File: src/rtl/apple_spawn_ctrl.sv
// apple_spawn_ctrl: picks a random apple cell that is not on the snake body.
// It draws a candidate, scans the body one segment per cycle and redraws on a
// hit. It then commits the position and pulses `placed`.
// Optional feature macro: APPLE_RETRY_LIMIT_EN adds a 4-bit retry counter.
// With the macro defined, 16 consecutive rejections abandon the request and
// pulse `no_space`.
module apple_spawn_ctrl #(
    parameter int unsigned MAX_LEN = 50
) (
    input  logic                 clk,
    input  logic                 reset,
    input  logic                 goodColl,
    input  logic [3:0]           randX,
    input  logic [3:0]           randY,
    input  logic [8*MAX_LEN-1:0] body,
    input  logic [5:0]           length,
    output logic [3:0]           apple_x,
    output logic [3:0]           apple_y,
    output logic                 apple_valid,
    output logic                 placed,
    output logic                 busy
`ifdef APPLE_RETRY_LIMIT_EN
    ,
    output logic                 no_space
`endif
);

    typedef enum logic [1:0] {IDLE, SAMPLE, SCAN, COMMIT} state_t;

    localparam logic [5:0] MAX_LEN6 = 6'(MAX_LEN);

    state_t     state_q, state_d;
    logic [7:0] cand_q, cand_d;
    logic [5:0] len_q, len_d;
    logic [5:0] idx_q, idx_d;
    logic [3:0] ax_q, ax_d;
    logic [3:0] ay_q, ay_d;
    logic       valid_q, valid_d;
    logic       pending_q, pending_d;
    logic [5:0] len_clamped;
    logic [7:0] seg;
`ifdef APPLE_RETRY_LIMIT_EN
    logic [3:0] retry_q, retry_d;
    logic       no_space_q, no_space_d;
`endif

    assign len_clamped = (length > MAX_LEN6) ? MAX_LEN6 : length;

    // Select the body segment addressed by the scan index
    always_comb begin
        seg = '0;
        for (int unsigned i = 0; i < MAX_LEN; i++) begin
            if (idx_q == 6'(i)) seg = body[8*i +: 8];
        end
    end

    // Next-state logic: placement sequencing, request merging, retry tracking
    always_comb begin
        state_d   = state_q;
        cand_d    = cand_q;
        len_d     = len_q;
        idx_d     = idx_q;
        ax_d      = ax_q;
        ay_d      = ay_q;
        valid_d   = valid_q;
        pending_d = pending_q | (goodColl && (state_q != IDLE));
`ifdef APPLE_RETRY_LIMIT_EN
        retry_d    = retry_q;
        no_space_d = 1'b0;
`endif
        case (state_q)
            IDLE: begin
                if (goodColl) begin
                    state_d = SAMPLE;
`ifdef APPLE_RETRY_LIMIT_EN
                    retry_d = '0;
`endif
                end
            end
            SAMPLE: begin
                cand_d  = {randX, randY};
                len_d   = len_clamped;
                idx_d   = '0;
                valid_d = 1'b0;
                if (len_clamped == '0) begin
                    // Empty body: commit the freshly drawn candidate directly.
                    state_d = COMMIT;
                    ax_d    = randX;
                    ay_d    = randY;
                    valid_d = 1'b1;
                end else begin
                    state_d = SCAN;
                end
            end
            SCAN: begin
                if (seg == cand_q) begin
`ifdef APPLE_RETRY_LIMIT_EN
                    if (retry_q == 4'hF) begin
                        // Board considered full: drop this and any queued request.
                        state_d    = IDLE;
                        no_space_d = 1'b1;
                        pending_d  = 1'b0;
                        retry_d    = '0;
                    end else begin
                        state_d = SAMPLE;
                        retry_d = retry_q + 4'd1;
                    end
`else
                    state_d = SAMPLE;
`endif
                end else if (idx_q == len_q - 6'd1) begin
                    state_d = COMMIT;
                    ax_d    = cand_q[7:4];
                    ay_d    = cand_q[3:0];
                    valid_d = 1'b1;
                end else begin
                    idx_d = idx_q + 6'd1;
                end
            end
            COMMIT: begin
`ifdef APPLE_RETRY_LIMIT_EN
                retry_d = '0;
`endif
                // A strobe arriving in this very cycle is folded into the pending request.
                if (pending_q || goodColl) begin
                    state_d   = SAMPLE;
                    pending_d = 1'b0;
                end else begin
                    state_d = IDLE;
                end
            end
            default: state_d = IDLE;
        endcase
    end

    // State register; reset restarts with an automatic placement
    always_ff @(posedge clk) begin
        if (reset) begin
            state_q   <= SAMPLE;
            cand_q    <= '0;
            len_q     <= '0;
            idx_q     <= '0;
            ax_q      <= '0;
            ay_q      <= '0;
            valid_q   <= 1'b0;
            pending_q <= 1'b0;
`ifdef APPLE_RETRY_LIMIT_EN
            retry_q    <= '0;
            no_space_q <= 1'b0;
`endif
        end else begin
            state_q   <= state_d;
            cand_q    <= cand_d;
            len_q     <= len_d;
            idx_q     <= idx_d;
            ax_q      <= ax_d;
            ay_q      <= ay_d;
            valid_q   <= valid_d;
            pending_q <= pending_d;
`ifdef APPLE_RETRY_LIMIT_EN
            retry_q    <= retry_d;
            no_space_q <= no_space_d;
`endif
        end
    end

    assign apple_x     = ax_q;
    assign apple_y     = ay_q;
    assign apple_valid = valid_q;
    assign placed      = (state_q == COMMIT);
    assign busy        = (state_q != IDLE);
`ifdef APPLE_RETRY_LIMIT_EN
    assign no_space    = no_space_q;
`endif

endmodule

File: config.mk
export PLATFORM = sky130hd
export DESIGN_NAME = apple_spawn_ctrl
export DESIGN_NICKNAME = d
export VERILOG_FILES = /design/src/rtl/apple_spawn_ctrl.sv
export SDC_FILE = /design/constraint.sdc
export NUM_CORES = 1
export LEC_CHECK = 0
export ABC_AREA = 1
export CORE_AREA = 2 2 166 168
export DETAILED_ROUTE_END_ITERATION = 8
export DIE_AREA = 0 0 168 170
export SKIP_CTS_REPAIR_TIMING = 1
export SLEW_MARGIN = 20
export SYNTH_ARGS = -nofsm -noshare
export SYNTH_HDL_FRONTEND = slang
export SYNTH_SLANG_ARGS = --single-unit
File: constraint.sdc
create_clock -name clk -period 7.6 [get_ports clk]
set_input_delay 1.52 -clock clk [delete_from_list [all_inputs] [get_ports clk]]
set_output_delay 1.52 -clock clk [all_outputs]
set_load 0.005 [all_outputs]
# After elaboration in Yosys (flattened, before gate mapping)
# Cells that the tools add are included.
dict set report totals {
  elab_cells 157
  out_inout_bits 11
  reg_bits 32
}
dict set report classes {
  n_bitwise 1
  order_cmp 1
  reduce_logical 11
  muxes 74
  n_addsub 2
  n_eq_ne 60
}
# op count
set ops {}
lappend ops {{$mux 8} 50}
lappend ops {{$eq 6x6->1 const B} 18}
lappend ops {{$eq 6x5->1 const B} 16}
lappend ops {{$eq 6x4->1 const B} 8}
lappend ops {{$eq 6x3->1 const B} 4}
lappend ops {{$mux 4} 6}
lappend ops {{$mux 6} 3}
lappend ops {{$pmux 4 s2} 2}
lappend ops {{$eq 6x2->1 const B} 2}
lappend ops {{$logic_not 6->1} 2}
lappend ops {{$pmux 6 s2} 1}
lappend ops {{$ne 2x2->1 const B} 5}
lappend ops {{$eq 8x8->1} 1}
lappend ops {{$pmux 2 s4} 1}
lappend ops {{$mux 1} 7}
lappend ops {{$add 6x1->6 const B} 1}
lappend ops {{$eq 6x1->1 const B} 1}
lappend ops {{$eq 6x6->1} 1}
lappend ops {{$gt 6x6->1 const B} 1}
lappend ops {{$mux 2} 3}
lappend ops {{$reduce_and 3->1} 2}
lappend ops {{$sub 6x1->6 const B} 1}
lappend ops {{$eq 2x2->1 const B} 2}
lappend ops {{$reduce_and 4->1} 1}
lappend ops {{other kinds (9)} 10}

# Depth between registers and ports, before layout
dict set report logic_depth {
  ltp_word 54
  ltp_mapped 69
  ltp_nobuf 67
}

# Least setup slack after synthesis
# Ideal clock, no wire load.
dict set report synth_path {
  path_type {input to register}
  start {in body[3]}
  end {reg ax_q[3] (netlist: apple_x[3])}
  arrival_ns 5.034
  setup_slack_ns 2.454
  setup_time_ns 0.112
  path_stages 64
  path_cell_list {a21boi_0 nand2_1 nand3_1 nand2_1 nand2_1 nand2_1 nand2_1 nand2_1 nand2_1 nand2_1 nand2_1 nand2_1 nand2_1 nand2_1 nand2_1 nand2_1 nand2_1 nand2_1 (+28 left out) nand3_1 nand2_1 nand3_1 nand3_1 nand2_1 nand2_1 nand2_1 nand2_1 nand2_1 nand2_1 nand2_1 nor2_4 nand3_4 nand3_4 buf_12 nand2_2 nand2_1 nor2_2}
}
dict set report synth_via {
  elab_chain_cells 53
}
# item line
set synth_rtl {}
lappend synth_rtl {{start: declaration} 15} ;# input logic [8*MAX_LEN-1:0] body,
lappend synth_rtl {{$mux 8 (50 in series)} 53} ;# if (idx_q == 6'(i)) seg = body[8*i +: 8];
lappend synth_rtl {{$eq 8x8->1} 96} ;# if (seg == cand_q) begin
lappend synth_rtl {{$ne 2x2->1 (no source line)} -}
lappend synth_rtl {{$reduce_and 4->1 (no source line)} -}
lappend synth_rtl {{end signal: assignment} 143} ;# ax_q <= '0;
lappend synth_rtl {{end signal: assignment} 156} ;# ax_q <= ax_d;
lappend synth_rtl {{end: declaration} 36} ;# logic [3:0] ax_q, ax_d;
# No other way between the ends.
# A chain may end at the register's enable or synchronous reset.

# Worst setup path in the final report
dict set report layout_path {
  start {in body[3]}
  end {reg ay_q[0] (netlist: apple_y[0])}
}
dict set report layout_via {
  elab_chain_cells 53
}
# item line
set layout_rtl {}
lappend layout_rtl {{$mux 8 (50 in series)} 53}
lappend layout_rtl {{$eq 8x8->1} 96}
lappend layout_rtl {{$ne 2x2->1 (no source line)} -}
lappend layout_rtl {{$reduce_and 4->1 (no source line)} -}
lappend layout_rtl {{end signal: assignment} 157} ;# ay_q <= ay_d;
lappend layout_rtl {{end: declaration} 37} ;# logic [3:0] ay_q, ay_d;
# No other way between the ends.

==> impl_metrics.xml <==
<?xml version="1.0" encoding="UTF-8"?>
<metrics>
  <group name="clock_network">
    <metric name="worstSkewPairLatency" unit="ps">280</metric>
    <metric name="cts.path.max_buffers" unit="">2</metric>
    <metric name="cts-htree-levels" unit="">2</metric>
    <metric name="tritoncts.num_buffers" unit="">5</metric>
    <metric name="path_clk_slew" unit="ps">50</metric>
    <metric name="clkSinkCount" unit="">32</metric>
    <metric name="cts-root-buf" unit="">sky130_fd_sc_hd__clkbuf_16</metric>
    <metric name="cts_tree" unit="">built</metric>
  </group>
  <group name="logic_synthesis">
    <metric name="synth_area_leaders" unit="">sky130_fd_sc_hd__nand2_1 31%, sky130_fd_sc_hd__inv_1 10%, sky130_fd_sc_hd__dfxtp_1 9.3%</metric>
    <metric name="synth_sequential_area_ratio" unit="">0.0930</metric>
    <metric name="yosysUniqueCellTypes" unit="">47</metric>
    <metric name="syn_inst" unit="">1412</metric>
    <metric name="synth_edf_count" unit="">0</metric>
    <metric name="ys.warnings.count" unit="">0</metric>
    <metric name="ys.flop_type" unit="">sky130_fd_sc_hd__dfxtp_1</metric>
    <metric name="synthesis.area" unit="sq um">6890</metric>
    <metric name="synth.ff_latch_count" unit="">32</metric>
    <metric name="mappedNetlistNets" unit="">1834</metric>
    <metric name="synthesized_area_divided_by_synthesized_cell_count" unit="sq um">4.88</metric>
    <metric name="async_flop_share" unit="">0</metric>
    <metric name="post-synth-top-area-fraction" unit="">0.310</metric>
    <metric name="netlist.top_cell.by_area" unit="">sky130_fd_sc_hd__nand2_1</metric>
  </group>
  <group name="route">
    <metric name="drt-wirelength-per-cell" unit="um">16.2</metric>
    <metric name="routed_via_density" unit="">4.62</metric>
    <metric name="remaining_drc_errors" unit="">0</metric>
    <metric name="vias" unit="">9980</metric>
    <metric name="number_of_nets_with_antenna_violations_after_routing" unit="">0</metric>
    <metric name="route.final.wire_length" unit="um">34900</metric>
    <metric name="first_pass_iters" unit="">5</metric>
    <metric name="first_iter_violations" unit="">618</metric>
  </group>
  <group name="critical_path">
    <metric name="register_to_register_path_depth" unit="">56</metric>
    <metric name="r2r_end" unit="">apple_y[0]</metric>
    <metric name="worstReg2RegStart" unit="">idx_q[0]</metric>
    <metric name="required" unit="ps">7770</metric>
    <metric name="critical_path_peak_fanout" unit="">16</metric>
    <metric name="register_to_register_path_setup_slack" unit="ps">1690</metric>
    <metric name="crit_slowest_cell" unit="">sky130_fd_sc_hd__clkdlybuf4s50_1</metric>
    <metric name="timing_worst_setup_path_type" unit="">input port to flop</metric>
    <metric name="timing.critical_path.slowest_cell_delay" unit="ps">460</metric>
    <metric name="cp-start-kind" unit="">input port</metric>
    <metric name="worstPathArrival" unit="ps">6320</metric>
    <metric name="crit_top_cell" unit="">sky130_fd_sc_hd__nand2_1</metric>
    <metric name="critical_path.endpoint_type" unit="">flop</metric>
  </group>
  <group name="timing">
    <metric name="slew_headroom" unit="">0.307</metric>
    <metric name="period_needed" unit="ps">6160</metric>
    <metric name="max_clock_freq" unit="GHz">0.162</metric>
    <metric name="grt_setup_unrepaired" unit="">false</metric>
    <metric name="final_hold_viols" unit="">0</metric>
    <metric name="final_critical_path_share_of_the_clock_period" unit="">0.810</metric>
    <metric name="final.setup_skew" unit="ps">4.31</metric>
    <metric name="setup_total_negative_slack" unit="ps">0</metric>
    <metric name="worst_tran_pin_value" unit="ps">1040</metric>
    <metric name="report.final.setup_viol" unit="">0</metric>
    <metric name="timing.final.max_slew_violations" unit="">0</metric>
    <metric name="hold_ws" unit="ps">482</metric>
  </group>
  <group name="finish">
    <metric name="syn_to_final_growth" unit="%">67.4</metric>
    <metric name="postLayoutCellArea" unit="sq um">11500</metric>
    <metric name="final_layout_size_suffix_gt1_frac" unit="">0.0623</metric>
    <metric name="finish.net_count" unit="">2235</metric>
  </group>
  <group name="power">
    <metric name="total_power" unit="mW">0.962</metric>
    <metric name="power.combinational.fraction" unit="">0.550</metric>
    <metric name="power_frac_seq" unit="">0.216</metric>
    <metric name="power.clock.fraction" unit="">0.234</metric>
    <metric name="cellLeakagePower" unit="nW">5.13</metric>
    <metric name="netSwitchingFraction" unit="">0.328</metric>
    <metric name="vdd_ir_drop_max" unit="mV">0.150</metric>
    <metric name="power_density" unit="nW/um^2">83.5</metric>
    <metric name="total_switching_power" unit="mW">0.316</metric>
    <metric name="p_int" unit="mW">0.647</metric>
  </group>
  <group name="die">
    <metric name="dieWidth" unit="um">168</metric>
    <metric name="num_io_pins" unit="">428</metric>
    <metric name="design.core.area" unit="sq um">26700</metric>
    <metric name="effective_utilization_at_floorplan" unit="">0.258</metric>
    <metric name="number_of_core_rows" unit="">60</metric>
    <metric name="fp.dieArea" unit="sq um">28600</metric>
    <metric name="die_height" unit="um">170</metric>
  </group>
  <group name="placed_design">
    <metric name="port_buffers" unit="">427</metric>
    <metric name="detailed_place.area" unit="sq um">11400</metric>
    <metric name="gp_routability_congestion" unit="">0.931</metric>
    <metric name="hpwl" unit="um">29400</metric>
  </group>
  <group name="hold_path">
    <metric name="whs_endpoint" unit="">len_q[5]</metric>
    <metric name="hold_path_startpoint" unit="">len_q[5]</metric>
    <metric name="hold_crit_path_type" unit="">flop to flop</metric>
    <metric name="min_path_cells" unit="">2</metric>
  </group>
  <group name="grt">
    <metric name="initial_antenna_violation_count" unit="">4</metric>
    <metric name="grt-ovfl-total" unit="">0</metric>
    <metric name="grt_start_max_net_pins" unit="">23</metric>
    <metric name="grtUsageTotal" unit="">0.231</metric>
    <metric name="grt_pass1_wl" unit="um">52400</metric>
    <metric name="grt_pass1_vias" unit="">9698</metric>
  </group>
  <group name="flow_run">
    <metric name="timing.max_cap.violations" unit="">0</metric>
  </group>
  <group name="outcome">
    <metric name="status" unit="">finished clean</metric>
  </group>
</metrics>
==> state kept, by name, summed over array words and instances, names as in the netlist <==
signal	flops
idx_q	6
len_q	6
pending_q	1
apple_valid	1
apple_x	4
cand_q	8
apple_y	4
state_q	2
==> per-layer routing <==
metal / vias up / global-route usage / part of all wire
met4: 0 / 0.0662 / 0.028
li1: 5186 / - / -
met5: - / 0 / 0
met2: 337 / 0.416 / 0.49
met1: 4410 / 0.281 / 0.41
met3: 47 / 0.0412 / 0.071
==> worst max-delay path by stage <==
stage,start,end,depth (start not counted),slack (ps)
floorplan,body[3],apple_x[3],64,2450
global placement,body[3],apple_y[0],63,1150
detailed placement,body[3],apple_y[0],63,1130
CTS,body[3],apple_y[0],63,1400
global route,body[3],apple_x[1],64,520
finish,body[3],apple_y[0],63,1440
==> layout make-up <==
type / count / area, sq um
Antenna cell: 4 / 10.0
Clock inverter: 2 / 35.0
Inverter: 201 / 757
Multi-Input combinational cell: 1145 / 5250
Timing Repair Buffer: 428 / 4280
Sequential cell: 32 / 641
Fill cell: 2888 / 15100
Tap cell: 341 / 427
Clock buffer: 6 / 129
==> cell usage in the layout (no fill, tap or decap), drive strengths merged <==
master / netlist / layout
a211oi: 2 / 2
o211ai: 3 / 3
nand3b: 1 / 1
ha: 5 / 5
dfxtp: 32 / 32
a21oi: 101 / 101
diode: 0 / 4
o22ai: 3 / 3
nor2: 178 / 178
a21boi: 1 / 1
or2: 47 / 47
xnor2: 4 / 4
o221ai: 1 / 1
bufinv: 0 / 1
o21a: 1 / 1
nand4: 10 / 10
clkdlybuf4s50: 0 / 427
nor4: 1 / 1
o32ai: 1 / 1
inv: 194 / 194
nand2: 576 / 576
clkbuf: 23 / 6
nand3: 121 / 121
buf: 10 / 1
nor3: 5 / 5
clkinv: 7 / 8
o21ai: 78 / 78
xor2: 6 / 6
==> cells by family (layout without fill, tap and decap cells) <==
logic type,after synthesis,count (layout),synth area share
AOI/OAI and AO/OA,191,191,0.145
xor gates and xnor gates,10,10,0.0127
adders and majority gates,5,5,0.00908
buffers and inverters,235,637,0.145
DFF,32,32,0.0930
other,0,4,0
and+or+nand+nor,939,939,0.595
==> synthesized netlist by cell type, types with 2 or more instances <==
cell type                  count
sky130_fd_sc_hd__buf_2         3
sky130_fd_sc_hd__nor2_2       27
sky130_fd_sc_hd__nor2_8        3
sky130_fd_sc_hd__nand2_2       6
sky130_fd_sc_hd__nand3_4       2
sky130_fd_sc_hd__o22ai_1       3
sky130_fd_sc_hd__nand2_1     569
sky130_fd_sc_hd__a211oi_1      2
sky130_fd_sc_hd__inv_2         5
sky130_fd_sc_hd__dfxtp_1      32
sky130_fd_sc_hd__buf_4         3
sky130_fd_sc_hd__o21ai_0      68
sky130_fd_sc_hd__nand4_1       9
sky130_fd_sc_hd__o211ai_2      2
sky130_fd_sc_hd__a21oi_1     100
sky130_fd_sc_hd__xor2_1        6
sky130_fd_sc_hd__ha_1          5
sky130_fd_sc_hd__nor2_4        9
sky130_fd_sc_hd__or2_2        44
sky130_fd_sc_hd__nor3_1        5
sky130_fd_sc_hd__inv_1       188
sky130_fd_sc_hd__xnor2_1       4
sky130_fd_sc_hd__o21ai_1      10
sky130_fd_sc_hd__or2_1         2
sky130_fd_sc_hd__buf_6         2
sky130_fd_sc_hd__clkbuf_1     16
sky130_fd_sc_hd__nand3_2       2
sky130_fd_sc_hd__clkbuf_8      6
sky130_fd_sc_hd__nor2_1      139
sky130_fd_sc_hd__nand3_1     117
sky130_fd_sc_hd__clkinv_1      7
==> stage by stage <==
stage | setup WS, ps | std cells | utilization
floorplan | 2450 | 1412 | -
global placement | 1150 | 2147 | 0.426
detailed placement | 1130 | 2147 | 0.426
CTS | 1400 | 2155 | 0.432
global route | 520 | 2158 | 0.432
finish | 1440 | 2159 | 0.433
==> critical path: cells and delay by family <==
kind	cells	cell delay (ps)
AND/OR/NAND/NOR	61	4150
buffers and inverters	1	460
AO/OA/AOI/OAI	1	170
==> power by group through the flow <==
stage | Combinational (mW) | Clock [mW] | Sequential, mW
finish | 0.530 | 0.225 | 0.207
global route | 0.589 | 0.237 | 0.211
CTS | 0.533 | 0.228 | 0.208
detailed placement | 0.529 | 0 | 0.210
global placement | 0.527 | 0 | 0.211
floorplan | 0.229 | 0 | 0.207
(Power assumes the default switching activity.)
